===== src/rtl/pwm_duty_driver_pkg.sv =====
// Shared control constants and state type for the temperature PWM path.
// The gain multiplier reuses the same period and fraction-bit defaults.
package pwm_duty_driver_pkg;

   localparam int PWM_PERIOD_W   = 10;
   localparam int GAIN_FRAC_BITS = 11;

   typedef enum logic {
      IDLE = 1'b0,
      RUN  = 1'b1
   } state_t;

endpackage


===== src/rtl/duty_saturator.sv =====
// Drops the fixed-point fraction from the product, then clamps the result
// to the duty range 0..2^PERIOD_W, flagging which side was clipped.
module duty_saturator
   import pwm_duty_driver_pkg::*;
#(
   parameter int PERIOD_W = PWM_PERIOD_W,
   parameter int SHIFT    = GAIN_FRAC_BITS
) (
   input  logic signed [31:0]     product,
   output logic [PERIOD_W:0]      duty,
   output logic                   hi,
   output logic                   lo
);

   localparam logic signed [31:0] FULL = 32'sd1 <<< PERIOD_W;

   logic signed [31:0] s;

   assign s = product >>> SHIFT;

   always_comb begin
      duty = '0;
      hi   = 1'b0;
      lo   = 1'b0;
      unique case (1'b1)
         (s < 0): begin
            lo = 1'b1;
         end
         (s > FULL): begin
            duty = FULL[PERIOD_W:0];
            hi   = 1'b1;
         end
         default: begin
            duty = s[PERIOD_W:0];
         end
      endcase
   end

endmodule


===== src/rtl/pwm_duty_driver.sv =====
// Captures saturated duty samples and drives a PWM output whose duty
// changes only at the wrap edge, so no period is ever truncated.
module pwm_duty_driver
   import pwm_duty_driver_pkg::*;
#(
   parameter int PERIOD_W = PWM_PERIOD_W,
   parameter int SHIFT    = GAIN_FRAC_BITS
) (
   input  logic                  clk,
   input  logic                  rst_n,
   input  logic                  product_valid,
   input  logic signed [31:0]    product,
   input  logic                  enable,
   output logic                  pwm_out,
   output logic [PERIOD_W:0]     duty_active,
   output logic                  period_tick,
   output logic                  sat_hi,
   output logic                  sat_lo
);

   localparam logic [PERIOD_W-1:0] LAST = '1;

   state_t              state;
   logic [PERIOD_W-1:0] cnt;
   logic [PERIOD_W:0]   pend;
   logic                pend_flag;
   logic [PERIOD_W:0]   new_duty;
   logic                new_hi;
   logic                new_lo;
   logic                last;

   duty_saturator #(
      .PERIOD_W (PERIOD_W),
      .SHIFT    (SHIFT)
   ) u_sat (
      .product (product),
      .duty    (new_duty),
      .hi      (new_hi),
      .lo      (new_lo)
   );

   assign last = (cnt == LAST);

   always_ff @(posedge clk or negedge rst_n) begin
      if (!rst_n) begin
         state       <= IDLE;
         cnt         <= '0;
         duty_active <= '0;
         pend        <= '0;
         pend_flag   <= 1'b0;
         pwm_out     <= 1'b0;
         period_tick <= 1'b0;
         sat_hi      <= 1'b0;
         sat_lo      <= 1'b0;
      end else begin
         unique case (state)
            IDLE: begin
               cnt         <= '0;
               pwm_out     <= 1'b0;
               period_tick <= 1'b0;
               if (enable) state <= RUN;
            end
            RUN: begin
               if (!enable) begin
                  state       <= IDLE;
                  cnt         <= '0;
                  pwm_out     <= 1'b0;
                  period_tick <= 1'b0;
               end else begin
                  cnt         <= cnt + 1'b1;
                  pwm_out     <= ({1'b0, cnt} < duty_active);
                  period_tick <= last;
                  if (last && pend_flag) begin
                     duty_active <= pend;
                     pend_flag   <= 1'b0;
                  end
               end
            end
            default: state <= IDLE;
         endcase
         // A capture on the wrap edge re-arms the flag after the apply.
         if (product_valid) begin
            pend      <= new_duty;
            pend_flag <= 1'b1;
            sat_hi    <= new_hi;
            sat_lo    <= new_lo;
         end
      end
   end

endmodule

===== config.mk =====
export PLATFORM = sky130hd
export DESIGN_NAME = pwm_duty_driver
export DESIGN_NICKNAME = d
export VERILOG_FILES = /design/src/rtl/pwm_duty_driver_pkg.sv /design/src/rtl/duty_saturator.sv /design/src/rtl/pwm_duty_driver.sv
export SDC_FILE = /design/constraint.sdc
export NUM_CORES = 1
export LEC_CHECK = 0
export CORE_UTILIZATION = 40
export CTS_CLUSTER_DIAMETER = 200
export DETAILED_ROUTE_END_ITERATION = 10
export PLACE_DENSITY_LB_ADDON = 0.08
export SLEW_MARGIN = 30
export SYNTH_ARGS = -nofsm -noshare
export SYNTH_HDL_FRONTEND = slang
export SYNTH_SLANG_ARGS = --single-unit

===== constraint.sdc =====
create_clock -name clk -period 2.4 [get_ports clk]
set_input_delay 0.48 -clock clk [delete_from_list [all_inputs] [get_ports clk]]
set_output_delay 0.48 -clock clk [all_outputs]
set_load 0.005 [all_outputs]

* After elaboration in Yosys (flattened, before gate mapping)
Index checks and enable logic that the tools add are counted.
W data, S select, Z words.
** Word-level totals
- Logic and storage cells :: 35
- Bits in registers :: 38
- Output and inout bits :: 15
- Input port bits :: 36
** Cells by class
- Bitwise gates (word level) :: 1
- $lt $le $gt $ge :: 3
- Eq/ne operators :: 1
- Reductions and logical operators :: 6
- $add $sub $neg :: 1
- Mux-type cells :: 14
** Operators by type and width (count)
- $pmux W11 S2 :: 1
- $gt A21 B12 Y1 const B :: 1
- $lt A21 B1 Y1 const B :: 1
- $pmux W10 S2 :: 1
- $lt A10 B11 Y1 :: 1
- $add A10 B1 Y10 const B :: 1
- $eq A10 B10 Y1 const B :: 1
- $mux W10 :: 1
- $mux W1 :: 9
- $reduce_and A3 Y1 :: 2
- $reduce_bool A2 Y1 :: 3
- $pmux W1 S2 :: 2
- $logic_and A1 B1 Y1 :: 1
- $not A1 Y1 :: 1

* Longest topological paths before layout
- Word-level depth :: 6
- Mapped depth :: 6
- Gate-level depth less buffers :: 6

* Hierarchy
Synthesis repeated with hierarchy kept, for this count alone.
** Unflattened totals
- Cell total of the unflattened synthesis :: 159
- Area total of the unflattened synthesis :: 1970.6 µm²
** Modules (own cells, without submodules)
- pwm_duty_driver :: area each 1755.4 µm², sequential area each 950.9 µm², cells an instance 135, instances 1
- duty_saturator :: area each 215.2 µm², sequential area each 0.0 µm², cells an instance 24, instances 1

* Least setup slack after synthesis
Ideal clock, no wire load.
- Path type :: reg2reg
- From :: register cnt[0]
- To :: register duty_active[0]
- Path slack :: 0.778 ns
- Cell stages (with the launch flop) :: 7
- Buffers on the path :: 1
- Period minus slack after synthesis :: 1.622 ns
- Arrival :: 1.497 ns
- Data required time :: 2.275 ns
- Library setup time :: 0.125 ns
- Cell sequence :: dfrtp_1 ha_1 and2_1 nand4_1 nor3_2 buf_4 mux2_2
** On the way
- Cells in the longest elaborated chain, start to end :: 3
** Ends and longest elaborated chain
- start: declaration :: RTL line pwm_duty_driver.sv:24 : logic [PERIOD_W-1:0] cnt;
- start signal: assignment :: RTL line pwm_duty_driver.sv:70 : cnt <= cnt + 1'b1;
- $eq A10 B10 Y1 :: RTL line pwm_duty_driver.sv:42 : assign last = (cnt == LAST);
- $logic_and A1 B1 Y1 :: RTL line pwm_duty_driver.sv:73 : if (last && pend_flag) begin
- $reduce_and A3 Y1 (no line)
- end signal: assignment :: RTL line pwm_duty_driver.sv:74 : duty_active <= pend;
- end: declaration :: RTL line pwm_duty_driver.sv:15 : output logic [PERIOD_W:0] duty_active,
No other way between the ends.
A chain may end at the register's enable or synchronous reset.

* Worst setup path after layout
- From :: input product[12]
- To :: register pend[4]
** On the way
- Cells in the longest elaborated chain, start to end :: 2
- Elaborated cells between the ends (all ways) :: 3
- Classes of those cells :: order compare: 2; mux: 1
** Ends and longest elaborated chain
- start: declaration :: RTL line pwm_duty_driver.sv:12 : input logic signed [31:0] product,
- $gt A21 B12 Y1 / $lt A21 B1 Y1 (equally long branches) :: RTL line duty_saturator.sv:29, duty_saturator.sv:26
- $pmux W11 S2 (*) :: RTL line duty_saturator.sv:25 : unique case (1'b1)
- end signal: assignment :: RTL line pwm_duty_driver.sv:83 : pend <= new_duty;
- end: declaration :: RTL line pwm_duty_driver.sv:25 : logic [PERIOD_W:0] pend;
Every way passes the cells marked *; elsewhere a longest branch is shown, timed or not.

==> impl_metrics.env <==
export IMPL_post_synth_num_cell_types=28
export IMPL_crit_end_category="flip-flop"
export IMPL_floorplan_die_area_mm2=0.00463
export IMPL_die_width_um=68.1
export IMPL_timing_final_ws_setup_ps=439
export IMPL_route_final_wire_length_um=3430
export IMPL_finalSetupViolCount=0
export IMPL_finalHoldViolations=0
export IMPL_place_gp_congestion=0.785
export IMPL_async_reset_ff_share_pct=100
export IMPL_cp_depth=5
export IMPL_power_frac_clock_pct=41.9
export IMPL_global_route_total_overflow=0
export IMPL_power_leakage_nw=1.02
export IMPL_power_ir_vdd_worst_mv=0.244
export IMPL_die_y_um=68.1
export IMPL_min_delay_path_class="in2async"
export IMPL_cell_type_contributing_the_most_total_cell_area_after_synthesis="dfrtp_1"
export IMPL_route_detailed_vias_per_inst=5.18
export IMPL_global_route_usage_total_pct=17.4
export IMPL_synth_enable_flop_cells=0
export IMPL_start_kind="input port"
export IMPL_place_area_mm2=0.00219
export IMPL_fill_cells=334
export IMPL_path_buf_inv=1
export IMPL_rsz0062_at_grt="false"
export IMPL_ctsRootBufferMaster="clkbuf_8"
export IMPL_netlist_top_cells_area="dfrtp_1 (54%), ha_1 (7.2%), mux2_2 (7.1%)"
export IMPL_run_status="complete, no violations"
export IMPL_area_taken_by_multi_input_logic_gates_um2=738
export IMPL_syn2layout_area_growth_pct=31.8
export IMPL_layout_cell_share_with_drive_strength_beyond_1_pct=11.5
export IMPL_worst_path_max_delay_cell="a211oi_4"
export IMPL_port_buffers=39
export IMPL_grt_first_pass_wirelength_um=5690
export IMPL_detail_route_drc_violations=0
export IMPL_cts_htree_levels=2
export IMPL_ys_warnings_count=0
export IMPL_cts_sinks=38
export IMPL_pre_cts_slack_ps=118
export IMPL_post_cts_setup_buffers=0
export IMPL_post_route_period_util_pct=81.7
export IMPL_sw_frac_of_total_pct=20.5
export IMPL_numCtsBuffers=5
export IMPL_largest_net_degree_at_the_start_of_global_routing=39
export IMPL_fin_setup_tns_ps=0
export IMPL_drt_initial_drc_count=51
export IMPL_synth_largest_type_area_fraction_pct=54.5
export IMPL_synth_seq_cells=38
export IMPL_clkTransAtPathRegs_ps=70
export IMPL_finalClockSkew_ps=5.19
export IMPL_postCtsResizedCells=0
export IMPL_synth_seq_area_share_pct=54.5
export IMPL_n_antenna_cell=0
export IMPL_cts_root_to_sink_buffers=2
export IMPL_mostFrequentLayoutCells="dfrtp_1 (38), clkdlybuf4s50_1 (38), inv_1 (12), nor2_1 (12), mux2_2 (11)"
export IMPL_synth_net_count=200
export IMPL_avgRoutedWirePerCell_um=13.7
export IMPL_path_cells="clkdlybuf4s50_1 -> nor4_1 -> nand3_1 -> a211oi_4 -> a22o_1"
export IMPL_achievable_frequency_mhz=510
export IMPL_cts_hold_fix_bufs=0
export IMPL_placeableCoreArea_mm2=0.00409
export IMPL_hpwlAfterDp_um=2650
export IMPL_crit_fanout=10
export IMPL_maxSlewViolCount=0
export IMPL_cap_viol_max_count=0
export IMPL_core_rowCount=23
export IMPL_maxSlewHeadroom_pct=45.8
export IMPL_critical_path_top_delay_family="compound AO/OA/AOI/OAI gates"
export IMPL_r2r_worst_path_cells=6
export IMPL_layout_min_cycle_time_ps=1960
export IMPL_critical_path_max_stage_delay_ps=490
export IMPL_ff_latch_area_um2=951
export IMPL_required_time_of_the_critical_path_ps=2630
export IMPL_num_vias=1296
export IMPL_synthFlopType="dfrtp_1"
export IMPL_floorplan_initialDensity_pct=42.7
export IMPL_num_nets_final=245
export IMPL_worstSetupPathType="in2reg"
export IMPL_power_density_cell_area_mw_per_mm2=549
export IMPL_switching_power_mw=0.259
export IMPL_syn_avg_cell_area_um2=11.3
export IMPL_synth_area_mm2=0.00175
export IMPL_internal_power_mw=1.00
export IMPL_comb_power_share_pct=6.5
export IMPL_worstSkewPairLatency_ps=290
export IMPL_route_antenna_remaining_nets=0
export IMPL_number_of_antenna_violations_at_the_first_check_in_global_routing=0
export IMPL_first_global_vias=1246
export IMPL_postLayoutCellArea_mm2=0.00230
export IMPL_timing_critical_path_arrival_ps=2190
export IMPL_timing_worst_slew_pin_value_ps=813
export IMPL_drt_pre_antenna_iters=4
export IMPL_top_level_ports=51
export IMPL_netlist_instances=154
export IMPL_seq_power_share_pct=51.7
export IMPL_tritoncts="yes"
## power groups by stage
stage / Clock [mW] / Combinational [mW] / Sequential (mW)
5_1_grt: 0.570 / 0.0908 / 0.653
4_1_cts: 0.542 / 0.0841 / 0.652
3_3_place_gp: 0 / 0.0812 / 0.664
3_5_place_dp: 0 / 0.0838 / 0.665
6_report: 0.529 / 0.0815 / 0.652
2_1_floorplan: 0 / 0.0165 / 0.664
## cells in the mapped netlist, types with 2 or more instances
cell type	instances
a21oi_1	8
a22o_1	10
and2_1	2
dfrtp_1	38
ha_1	10
inv_1	12
mux2_2	11
nand2_1	10
nand3_1	5
nand4_1	2
nor2_1	12
nor3_1	3
nor4_1	3
o21ai_0	9
or3_1	3
xnor2_1	2
xor2_1	3
## state kept, by name (all words and copies together) (netlist names)
register and flops:
cnt 10, duty_active 11, pend 11, pend_flag 1, period_tick 1, pwm_out 1, sat_hi 1, sat_lo 1
state 1
## metrics by stage
| step | total power, mW | utilization, % | hold WS (ps) | instances |
|---|---|---|---|---|
| 6_report | 1.26 | 56.3 | 280 | 250 |
| 5_1_grt | 1.31 | 56.3 | 354 | 250 |
| 4_1_cts | 1.28 | 56.3 | 316 | 250 |
| 3_5_place_dp | 0.748 | 53.6 | 487 | 242 |
| 3_3_place_gp | 0.745 | 53.6 | 478 | 242 |
| 2_1_floorplan | 0.680 | - | 184 | 154 |
## layer usage
| metal | track usage [%] | part of all wire (%) | up-vias |
|---|---|---|---|
| li1 | - | - | 642 |
| met1 | 20.6 | 43 | 608 |
| met2 | 27.8 | 49 | 37 |
| met3 | 6.33 | 5.4 | 9 |
| met4 | 8.07 | 2.3 | 0 |
| met5 | 0 | 0 | - |
## layout make-up
class | count | share of cell area (%)
multi-input combinational | 102 | 32.1
clock buffer | 6 | 3.16
inverter | 12 | 1.96
clock inverter | 2 | 1.63
timing repair buffer | 40 | 17.1
sequential | 38 | 41.3
tap | 50 | 2.72
## cell families (layout without fill, tap and decap cells)
family	Yosys count	in the layout	share of synthesized area (%)
xor+xnor	5	5	2.51
compound gates	31	31	12.5
simple gates	45	45	13.0
flops	38	38	54.5
mux	11	11	7.10
fa+ha+maj	10	10	7.17
buf+inv	14	60	3.23
## final timing paths
check	from	end	slack [ps]
max	product[12]	pend[4]$_DFFE_PN0P_	440
max in group asynchronous	rst_n	cnt[0]$_DFF_PN0_	1600
min in group clk	pend[10]$_DFFE_PN0P_	pend[10]$_DFFE_PN0P_	500
max reg2reg	cnt[0]$_DFF_PN0_	duty_active[2]$_DFFE_PN0P_	580
min reg2reg	pend[10]$_DFFE_PN0P_	pend[10]$_DFFE_PN0P_	500
min	rst_n	cnt[5]$_DFF_PN0_	280
Note: power is estimated with default switching activity, not from simulation.
